--- config.mk ---
export PLATFORM = sky130hd
export DESIGN_NAME = seg_scan_decoder
export DESIGN_NICKNAME = d
export VERILOG_FILES = /design/src/rtl/seg_scan_decoder.sv
export SDC_FILE = /design/constraint.sdc
export NUM_CORES = 1
export LEC_CHECK = 0
export CAP_MARGIN = 20
export CORE_MARGIN = 3
export CORE_UTILIZATION = 50
export DETAILED_ROUTE_END_ITERATION = 7
export PLACE_DENSITY = 0.76
export SKIP_CTS_REPAIR_TIMING = 1
export SYNTH_ARGS = -nofsm -noshare
export SYNTH_HDL_FRONTEND = slang
export SYNTH_SLANG_ARGS = --single-unit
--- constraint.sdc ---
create_clock -name clk -period 2.5 [get_ports clk]
set_input_delay 0.25 -clock clk [delete_from_list [all_inputs] [get_ports clk]]
set_output_delay 0.25 -clock clk [all_outputs]
set_load 0.05 [all_outputs]
--- src/rtl/seg_scan_decoder.sv ---
// rtl/seg_scan_decoder.sv - seven-segment scan bus readback decoder
//
// Watches a multiplexed seven-segment bus and recovers the BCD digits.
// A pattern is captured once it has been stable for SETTLE_CYCLES samples.
// A frame is published once every digit position has been captured.
//
// Build option: SEG_ACTIVE_LOW_EN inverts segments at the input register
// (common-anode panel, 0=lit).
//
// Ports:
//    clk          rising-edge clock
//    rst          synchronous active-high reset
//    digit_sel    one-hot digit enable, bit i = position i
//    segments     segment lines, bit0=a .. bit6=g
//    digit_valid  one-cycle pulse per capture
//    digit_idx    position of the capture
//    digit_code   decoded code (0-9, B=blank, F=invalid)
//    frame_valid  one-cycle pulse when all positions have been captured
//    bcd_out      frame value, nibble i = position i, held between frames
//    frame_err    set with frame_valid when any nibble is F
module seg_scan_decoder #(
   parameter int NUM_DIGITS    = 4,
   parameter int SETTLE_CYCLES = 4
) (
   input  logic                    clk,
   input  logic                    rst,
   input  logic [NUM_DIGITS-1:0]   digit_sel,
   input  logic [6:0]              segments,
   output logic                    digit_valid,
   output logic [2:0]              digit_idx,
   output logic [3:0]              digit_code,
   output logic                    frame_valid,
   output logic [4*NUM_DIGITS-1:0] bcd_out,
   output logic                    frame_err
);
   localparam int CW = $clog2(SETTLE_CYCLES + 1);
   localparam logic [CW-1:0] CNT_MAX = CW'(SETTLE_CYCLES);

   typedef enum logic [1:0] {IDLE = 2'd0, SETTLE = 2'd1, HELD = 2'd2} state_t;

   state_t                  state_q, state_d;
   logic [CW-1:0]           count_q, count_d;
   logic [NUM_DIGITS-1:0]   sel_q, sel_d, sel_prev_q, sel_prev_d;
   logic [6:0]              seg_q, seg_d, seg_prev_q, seg_prev_d;
   logic [NUM_DIGITS-1:0]   seen_q, seen_d;
   logic [4*NUM_DIGITS-1:0] slots_q, slots_d;
   logic                    digit_valid_q, digit_valid_d;
   logic [2:0]              digit_idx_q, digit_idx_d;
   logic [3:0]              digit_code_q, digit_code_d;
   logic                    frame_valid_q, frame_valid_d;
   logic [4*NUM_DIGITS-1:0] bcd_q, bcd_d;
   logic                    frame_err_q, frame_err_d;

   logic          sel_onehot;
   logic          changed;
   logic          capture;
   logic [CW-1:0] count_inc;
   logic [2:0]    cur_idx;
   logic [3:0]    cur_code;

   // Input register plus a one-cycle history used for change detection.
   always_comb begin
`ifdef SEG_ACTIVE_LOW_EN
      seg_d = ~segments;
`else
      seg_d = segments;
`endif
      sel_d      = digit_sel;
      sel_prev_d = sel_q;
      seg_prev_d = seg_q;
   end

   always_comb begin
      case (seg_q)
         7'b0111111: cur_code = 4'h0;
         7'b0000110: cur_code = 4'h1;
         7'b1011011: cur_code = 4'h2;
         7'b1001111: cur_code = 4'h3;
         7'b1100110: cur_code = 4'h4;
         7'b1101101: cur_code = 4'h5;
         7'b1111101: cur_code = 4'h6;
         7'b0000111: cur_code = 4'h7;
         7'b1111111: cur_code = 4'h8;
         7'b1101111: cur_code = 4'h9;
         7'b0000000: cur_code = 4'hB;
         default:    cur_code = 4'hF;
      endcase
   end

   always_comb begin
      cur_idx = 3'd0;
      for (int i = 0; i < NUM_DIGITS; i++) begin
         if (sel_q[i]) cur_idx = 3'(i);
      end
   end

   assign sel_onehot = $onehot(sel_q);
   assign changed    = (sel_q != sel_prev_q) || (seg_q != seg_prev_q);
   assign count_inc  = (count_q == CNT_MAX) ? CNT_MAX : count_q + 1'b1;

   // The cycle a one-hot pattern first appears counts as sample 1.
   always_comb begin
      state_d = state_q;
      count_d = count_q;
      capture = 1'b0;
      case (state_q)
         IDLE: begin
            if (sel_onehot) begin
               state_d = SETTLE;
               count_d = CW'(1);
            end else begin
               count_d = '0;
            end
         end
         SETTLE: begin
            if (!sel_onehot) begin
               state_d = IDLE;
               count_d = '0;
            end else if (changed) begin
               count_d = CW'(1);
            end else begin
               count_d = count_inc;
               if (count_inc == CNT_MAX) begin
                  capture = 1'b1;
                  state_d = HELD;
               end
            end
         end
         HELD: begin
            if (changed) begin
               state_d = sel_onehot ? SETTLE : IDLE;
               count_d = sel_onehot ? CW'(1) : '0;
            end
         end
         default: begin
            state_d = IDLE;
            count_d = '0;
         end
      endcase
   end

   // Frame publish runs before the capture update so that a capture landing
   // in the publish cycle starts the next frame rather than being lost.
   always_comb begin
      seen_d        = seen_q;
      slots_d       = slots_q;
      bcd_d         = bcd_q;
      frame_err_d   = frame_err_q;
      frame_valid_d = 1'b0;
      digit_valid_d = capture;
      digit_idx_d   = digit_idx_q;
      digit_code_d  = digit_code_q;
      if (&seen_q) begin
         frame_valid_d = 1'b1;
         bcd_d         = slots_q;
         seen_d        = '0;
         frame_err_d   = 1'b0;
         for (int i = 0; i < NUM_DIGITS; i++) begin
            if (slots_q[4*i +: 4] == 4'hF) frame_err_d = 1'b1;
         end
      end
      if (capture) begin
         digit_idx_d  = cur_idx;
         digit_code_d = cur_code;
         for (int i = 0; i < NUM_DIGITS; i++) begin
            if (sel_q[i]) begin
               slots_d[4*i +: 4] = cur_code;
               seen_d[i]         = 1'b1;
            end
         end
      end
   end

   always_ff @(posedge clk) begin
      if (rst) begin
         state_q       <= IDLE;
         count_q       <= '0;
         sel_q         <= '0;
         seg_q         <= '0;
         sel_prev_q    <= '0;
         seg_prev_q    <= '0;
         seen_q        <= '0;
         slots_q       <= '0;
         digit_valid_q <= 1'b0;
         digit_idx_q   <= 3'd0;
         digit_code_q  <= 4'd0;
         frame_valid_q <= 1'b0;
         bcd_q         <= '0;
         frame_err_q   <= 1'b0;
      end else begin
         state_q       <= state_d;
         count_q       <= count_d;
         sel_q         <= sel_d;
         seg_q         <= seg_d;
         sel_prev_q    <= sel_prev_d;
         seg_prev_q    <= seg_prev_d;
         seen_q        <= seen_d;
         slots_q       <= slots_d;
         digit_valid_q <= digit_valid_d;
         digit_idx_q   <= digit_idx_d;
         digit_code_q  <= digit_code_d;
         frame_valid_q <= frame_valid_d;
         bcd_q         <= bcd_d;
         frame_err_q   <= frame_err_d;
      end
   end

   assign digit_valid = digit_valid_q;
   assign digit_idx   = digit_idx_q;
   assign digit_code  = digit_code_q;
   assign frame_valid = frame_valid_q;
   assign bcd_out     = bcd_q;
   assign frame_err   = frame_err_q;

endmodule

Yosys cells after proc, flatten, opt, wreduce, memory -nomap -nowiden
Index checks and enable logic that the tools add are counted.
- word-level logic and storage cells: 87
- bits of input ports: 13
- register bits after elaboration: 73
- output and inout bits: 26
- mux-type cells: 32
- equal/unequal tests: 25
- reductions and logical operators: 9
- add/subtract/negate cells: 4
- operators by type and width (kind ; number):
    equality test 7 bit (second input constant) ; 7
    case mux 4 bit (11 select lines) ; 1
    2-to-1 mux 3 bit ; 6
    equality test 4 bit (second input constant) ; 4
    2-to-1 mux 1 bit ; 16
    equality test 7 x 3 -> 1 bit (second input constant) ; 2
    2-to-1 mux 2 bit ; 5
    case mux 3 bit (3 select lines) ; 1
    2-to-1 mux 4 bit ; 2
    AND reduction 2 bit ; 4
    AND reduction 4 bit ; 2
    equality test 7 x 6 -> 1 bit (second input constant) ; 1
    zero test 7 bit ; 1
    inequality test 7 bit ; 1
    equality test 3 bit (second input constant) ; 2
    inequality test 3 bit (second input constant) ; 2
    case mux 2 bit (3 select lines) ; 1
    adder 1 x 1 -> 2 bit ; 2
    inequality test 2 bit (second input constant) ; 2
    inequality test 4 bit ; 1
    adder 2 x 2 -> 3 bit ; 1
    adder 3 x 1 -> 3 bit (second input constant) ; 1
    equality test 3 x 1 -> 1 bit (second input constant) ; 1
    equality test 2 x 1 -> 1 bit (second input constant) ; 1
    other kinds (3) ; 3

Logic depth before layout (Yosys ltp)
- depth in word-level cells: 8
- depth in mapped cells: 12
- mapped depth without buffers: 10

Worst setup path before layout
OpenSTA, ideal clock, no wires.
- path kind: register -> register
- from: reg sel_q[0], in the netlist sel_prev_d[0]
- to: reg slots_q[0]
- period minus slack after synthesis: 2731 ps
- buffers on the path: 3
- stages on the path, launching flop included: 13
- setup time: 137 ps
- required time: 2363 ps
- data arrival time: 2594 ps
- setup slack: -231 ps
- cell sequence: dfxtp_1 inv_1 fa_1 inv_1 ha_1 ha_1 nor2_1 and4b_1 clkbuf_1 and3_1 buf_2 buf_2 a311oi_1
- word-level cells in the longest chain between the ends: 6
- elaborated cells on any way between the ends: 9
- those cells by class: add/sub: 2; eq/ne: 2; mux: 3; reduce/logical: 2
- RTL lines (item ; RTL line ; RTL):
    start: declaration ; 43 ; logic [NUM_DIGITS-1:0] sel_q, sel_d, sel_prev_q, sel_prev_d;
    start signal: assignment ; 193 ; sel_q <= sel_d;
    adder 1 x 1 -> 2 bit (implied by the code) or inequality test 4 bit (tied branches) ; 97, 98 ;
    adder 2 x 2 -> 3 bit (implied by the code) or logical OR 1 bit (tied branches) ; 97, 98 ;
    equality test 3 x 1 -> 1 bit or 2-to-1 mux 1 bit (tied branches) ; 97, 119 ;
    2-to-1 mux 1 bit ; 116 ; if (!sel_onehot) begin
    2-to-1 mux 1 bit ; 106 ; case (state_q)
    AND reduction 2 bit (no source line) * ; - ;
    end signal: assignment ; 198 ; slots_q <= slots_d;
    end: declaration ; 46 ; logic [4*NUM_DIGITS-1:0] slots_q, slots_d;
Mark *: on every way between the ends. The rest lies on a longest branch, timed or not.
A chain may end at the register's enable or synchronous reset.

Final worst setup path
- from: reg sel_q[1], in the netlist sel_prev_d[1]
- to: reg digit_idx_q[0], in the netlist digit_idx[0]
- word-level cells in the longest chain between the ends: 5
- elaborated cells on any way between the ends: 11
- those cells by class: add/sub: 2; eq/ne: 2; mux: 6; reduce/logical: 1
- RTL lines (item ; RTL line ; RTL):
    adder 1 x 1 -> 2 bit (implied by the code) or inequality test 4 bit (tied branches) ; 97, 98 ;
    adder 2 x 2 -> 3 bit (implied by the code) or logical OR 1 bit (tied branches) ; 97, 98 ;
    equality test 3 x 1 -> 1 bit or 2-to-1 mux 1 bit (tied branches) ; 97, 119 ;
    2-to-1 mux 1 bit ; 116 ;
    2-to-1 mux 1 bit ; 106 ;
    end signal: assignment ; 200 ; digit_idx_q <= digit_idx_d;
    end: declaration ; 48 ; logic [2:0] digit_idx_q, digit_idx_d;
Parallel ways exist; a longest one is shown, timed or not.

==> impl_metrics.tcl <==
set metrics [dict create \
    gr-total-overflow 0 \
    io_pins 39 \
    drt-initial-drc-count 182 \
    cts_sinks 72 \
    die_area_um2 7384 \
    initial_core_util_pct 52.70 \
    async_flop_share_pct 0 \
    p_leak_uw 0.001296 \
    antenna_found_initial 0 \
    numCtsBuffers 9 \
    wl_per_cell_um 14.82 \
    worstPathRequired_ns 2.75 \
    core_region_area_um2 6061 \
    n_antenna_cell 0 \
    synth_ff_type "dfxtp_1" \
    finClkSkew_ns 0.006718 \
    peakVddDrop_mv 0.3296 \
    dr.pass1.iters 4 \
    syn_nets 367 \
    postLayoutCellArea_um2 3874 \
    power_frac_seq_pct 55.4 \
    setup_viol 0 \
    grt_first_pass_wirelength_mm 11.77 \
    syn_inst 349 \
    cp_cell_sequence "inv_2 -> fa_1 -> inv_1 -> ha_2 -> ha_4 -> nor2_2 -> nand4b_1 -> buf_6 -> nor3_2 -> buf_4 -> a21oi_1 -> a211oi_1" \
    ys_ff_latch 72 \
    fillCellCount 530 \
    yosys_warnings 0 \
    htree_levels 3 \
    swShare_pct 24.25 \
    globalplace.congestion 0.8095 \
    clk-insertion-delay-late_ns 0.34 \
    place_hpwl_mm 4.948 \
    first_global_vias 2569 \
    dieHeight_um 85.93 \
    final_hold_viol_count 0 \
    cp-end-kind "flip-flop" \
    drv_cap 0 \
    start_kind "flip-flop" \
    num_rows 28 \
    vias 2674 \
    intPower_uw 1633 \
    max_stage_delay_ns 0.53 \
    synth.avg_cell_area_um2 9.153 \
    crit_family "adder cells" \
    max_freq_mhz 413.7 \
    crit_arrival_ns 2.67 \
    crit_type "reg2reg" \
    placed_area_um2 3670 \
    slowest_stage "fa_1" \
    yosysSeqAreaShare_pct 45.12 \
    clockRootBuffer "clkbuf_8" \
    drc 0 \
    clk_pin_slew_worst_paths_ns 0.07 \
    path_max_fanout 5 \
    regToRegEndpoint "digit_idx[0]" \
    min_from "rst" \
    ff2ff_path_depth 12 \
    holdPathEnd "digit_valid" \
    drive_gt1_share_pct 16.54 \
    whs_path_depth 2 \
    syn-cell-area_um2 3194 \
    synth.distinct_cells 53 \
    outcome "finished, final reports clean" \
    r2r_setup_slack_ns 0.08 \
    timing.rr.start "sel_prev_d[1]" \
    die_w_um 85.93 \
    grt_max_degree 30 \
    wl_mm 6.934 \
    grtUsageTotal_pct 20.03 \
    min_path_type "in2reg" \
    p_comb_share_pct 9.0 \
    numPortBuffers 37 \
    slew_headroom_pct 64.95 \
    syn_to_final_growth_pct 21.27 \
    whs_ns 0.3273 \
    worst_slack_ns 0.08284 \
    finalNetCount 408 \
    ant_nets 0 \
    finalCritPeriodShare_pct 96.69 \
    cp_num_buf_inv 4 \
    tritoncts "done" \
    fin_util_pct 63.91 \
    setup_tns_ns 0 \
    powerDensity_nw_per_um2 556.4 \
    clockPowerShare_pct 35.6 \
    cts_buffer_depth 2 \
    min_period_ns 2.417 \
    slew_viol_final 0 \
    place_ws_ns -0.1187 \
    synth_edf_count 0 \
    p_sw_uw 522.7 \
    avgViaCountPerCell 5.714 \
    tightest_slew_ns 0.5257 \
]
[power groups by stage]
stage                     clock (µW)  combinational [µW]  sequential (µW)
final                            767                 194             1190
after floorplan                    0                 138             1210
after global routing             835                 213             1200
after detailed placement           0                 182             1220
after global placement             0                 178             1220
after CTS                        785                 184             1190
[synthesized netlist by cell type (2+ instances only)]
master	count	area (µm²)
dfxtp_1	72	1441
nand2_1	42	157.7
a21oi_1	36	180.2
nor2b_1	20	125.1
a31oi_1	16	100.1
nor2_1	16	60.06
a311oi_1	13	113.9
clkbuf_1	13	48.80
inv_1	13	48.80
nand4_1	10	62.56
xnor2_1	10	87.58
nand3_1	8	40.04
buf_2	6	30.03
nor3_1	6	30.03
buf_4	5	37.54
buf_6	5	56.30
a211oi_1	4	30.03
a31o_2	4	35.03
ha_1	4	50.05
o2111ai_1	4	35.03
nand4b_1	3	26.28
xor2_1	3	26.28
a21oi_2	2	17.52
a21oi_4	2	32.53
a22oi_1	2	15.01
and4b_1	2	20.02
nand3b_1	2	15.01
[final cells by class]
class / count / area, µm² / share of cell area (%)
Multi-Input combinational cell: 234 / 1574 / 40.63
Sequential cell: 72 / 1445 / 37.31
Timing Repair Buffer: 60 / 558.0 / 14.41
Inverter: 13 / 48.80 / 1.260
Clock buffer: 13 / 148.9 / 3.844
Tap cell: 75 / 93.84 / 2.422
Clock inverter: 1 / 5.005 / 0.1292
[registers in the layout (all words and copies together), names as in the netlist]
signal and flops:
frame_valid 1, state_q 2, digit_code 4, slots_q 16, count_q 3, bcd_out 16
sel_prev_d 4, digit_valid 1, seg_prev_d 7, frame_err 1, sel_prev_q 4, digit_idx 2
seen_q 4, seg_prev_q 7
[cells by family (layout without fill, tap and decap cells)]
logic type | Yosys count | after routing | synth area share, %
fa+ha+maj | 5 | 5 | 2.194
xor+xnor | 13 | 13 | 3.564
other cells | 1 | 1 | 0.1174
buf+inv | 43 | 87 | 7.051
flops | 72 | 72 | 45.12
compound gates | 94 | 94 | 21.35
simple gates | 121 | 121 | 20.60
[cells in the final DEF, fill, tap and decap left out, types with 3 or more instances in the layout]
cell and instances:
xnor2_1 10, nor3_1 5, nand4b_1 3, nor2b_1 20
nor2_1 13, buf_4 20, dfxtp_1 69, a31o_2 4
nand2_1 42, clkbuf_8 10, a21oi_1 36, clkbuf_1 3
dfxtp_2 3, inv_1 11, nand4_1 10, a31oi_1 16
nand3_1 8, o2111ai_1 4, clkdlybuf4s50_1 36, a211oi_1 4
a311oi_1 13, xor2_1 3
[per-layer routing]
layer / GRT usage [%] / part of all wire [%]
met1: 24.70 / 44
met4: 8.201 / 1.9
met2: 33.43 / 49
met5: 0 / 0
met3: 4.803 / 5.4
[through the flow]
| stage | instances | power [µW] |
|---|---|---|
| 6_report | 468 | 2155 |
| 2_1_floorplan | 349 | 1346 |
| 5_1_grt | 468 | 2246 |
| 3_3_place_gp | 453 | 1397 |
| 4_1_cts | 467 | 2162 |
| 3_5_place_dp | 453 | 1402 |
[how the worst max path moves through the flow]
stage,slack (ns),endpoint,start,cells after the start
2_1_floorplan,0.004,slots_q[0],sel_prev_d[0],12
3_3_place_gp,0.02,slots_q[15],sel_prev_d[0],10
3_5_place_dp,-0.12,slots_q[15],sel_prev_d[0],10
4_1_cts,-0.14,slots_q[15],sel_prev_d[0],10
5_1_grt,-0.02,slots_q[9],sel_prev_d[1],12
6_report,0.08,digit_idx[0],sel_prev_d[1],12
No activity file was read; power rests on OpenSTA's default activity.
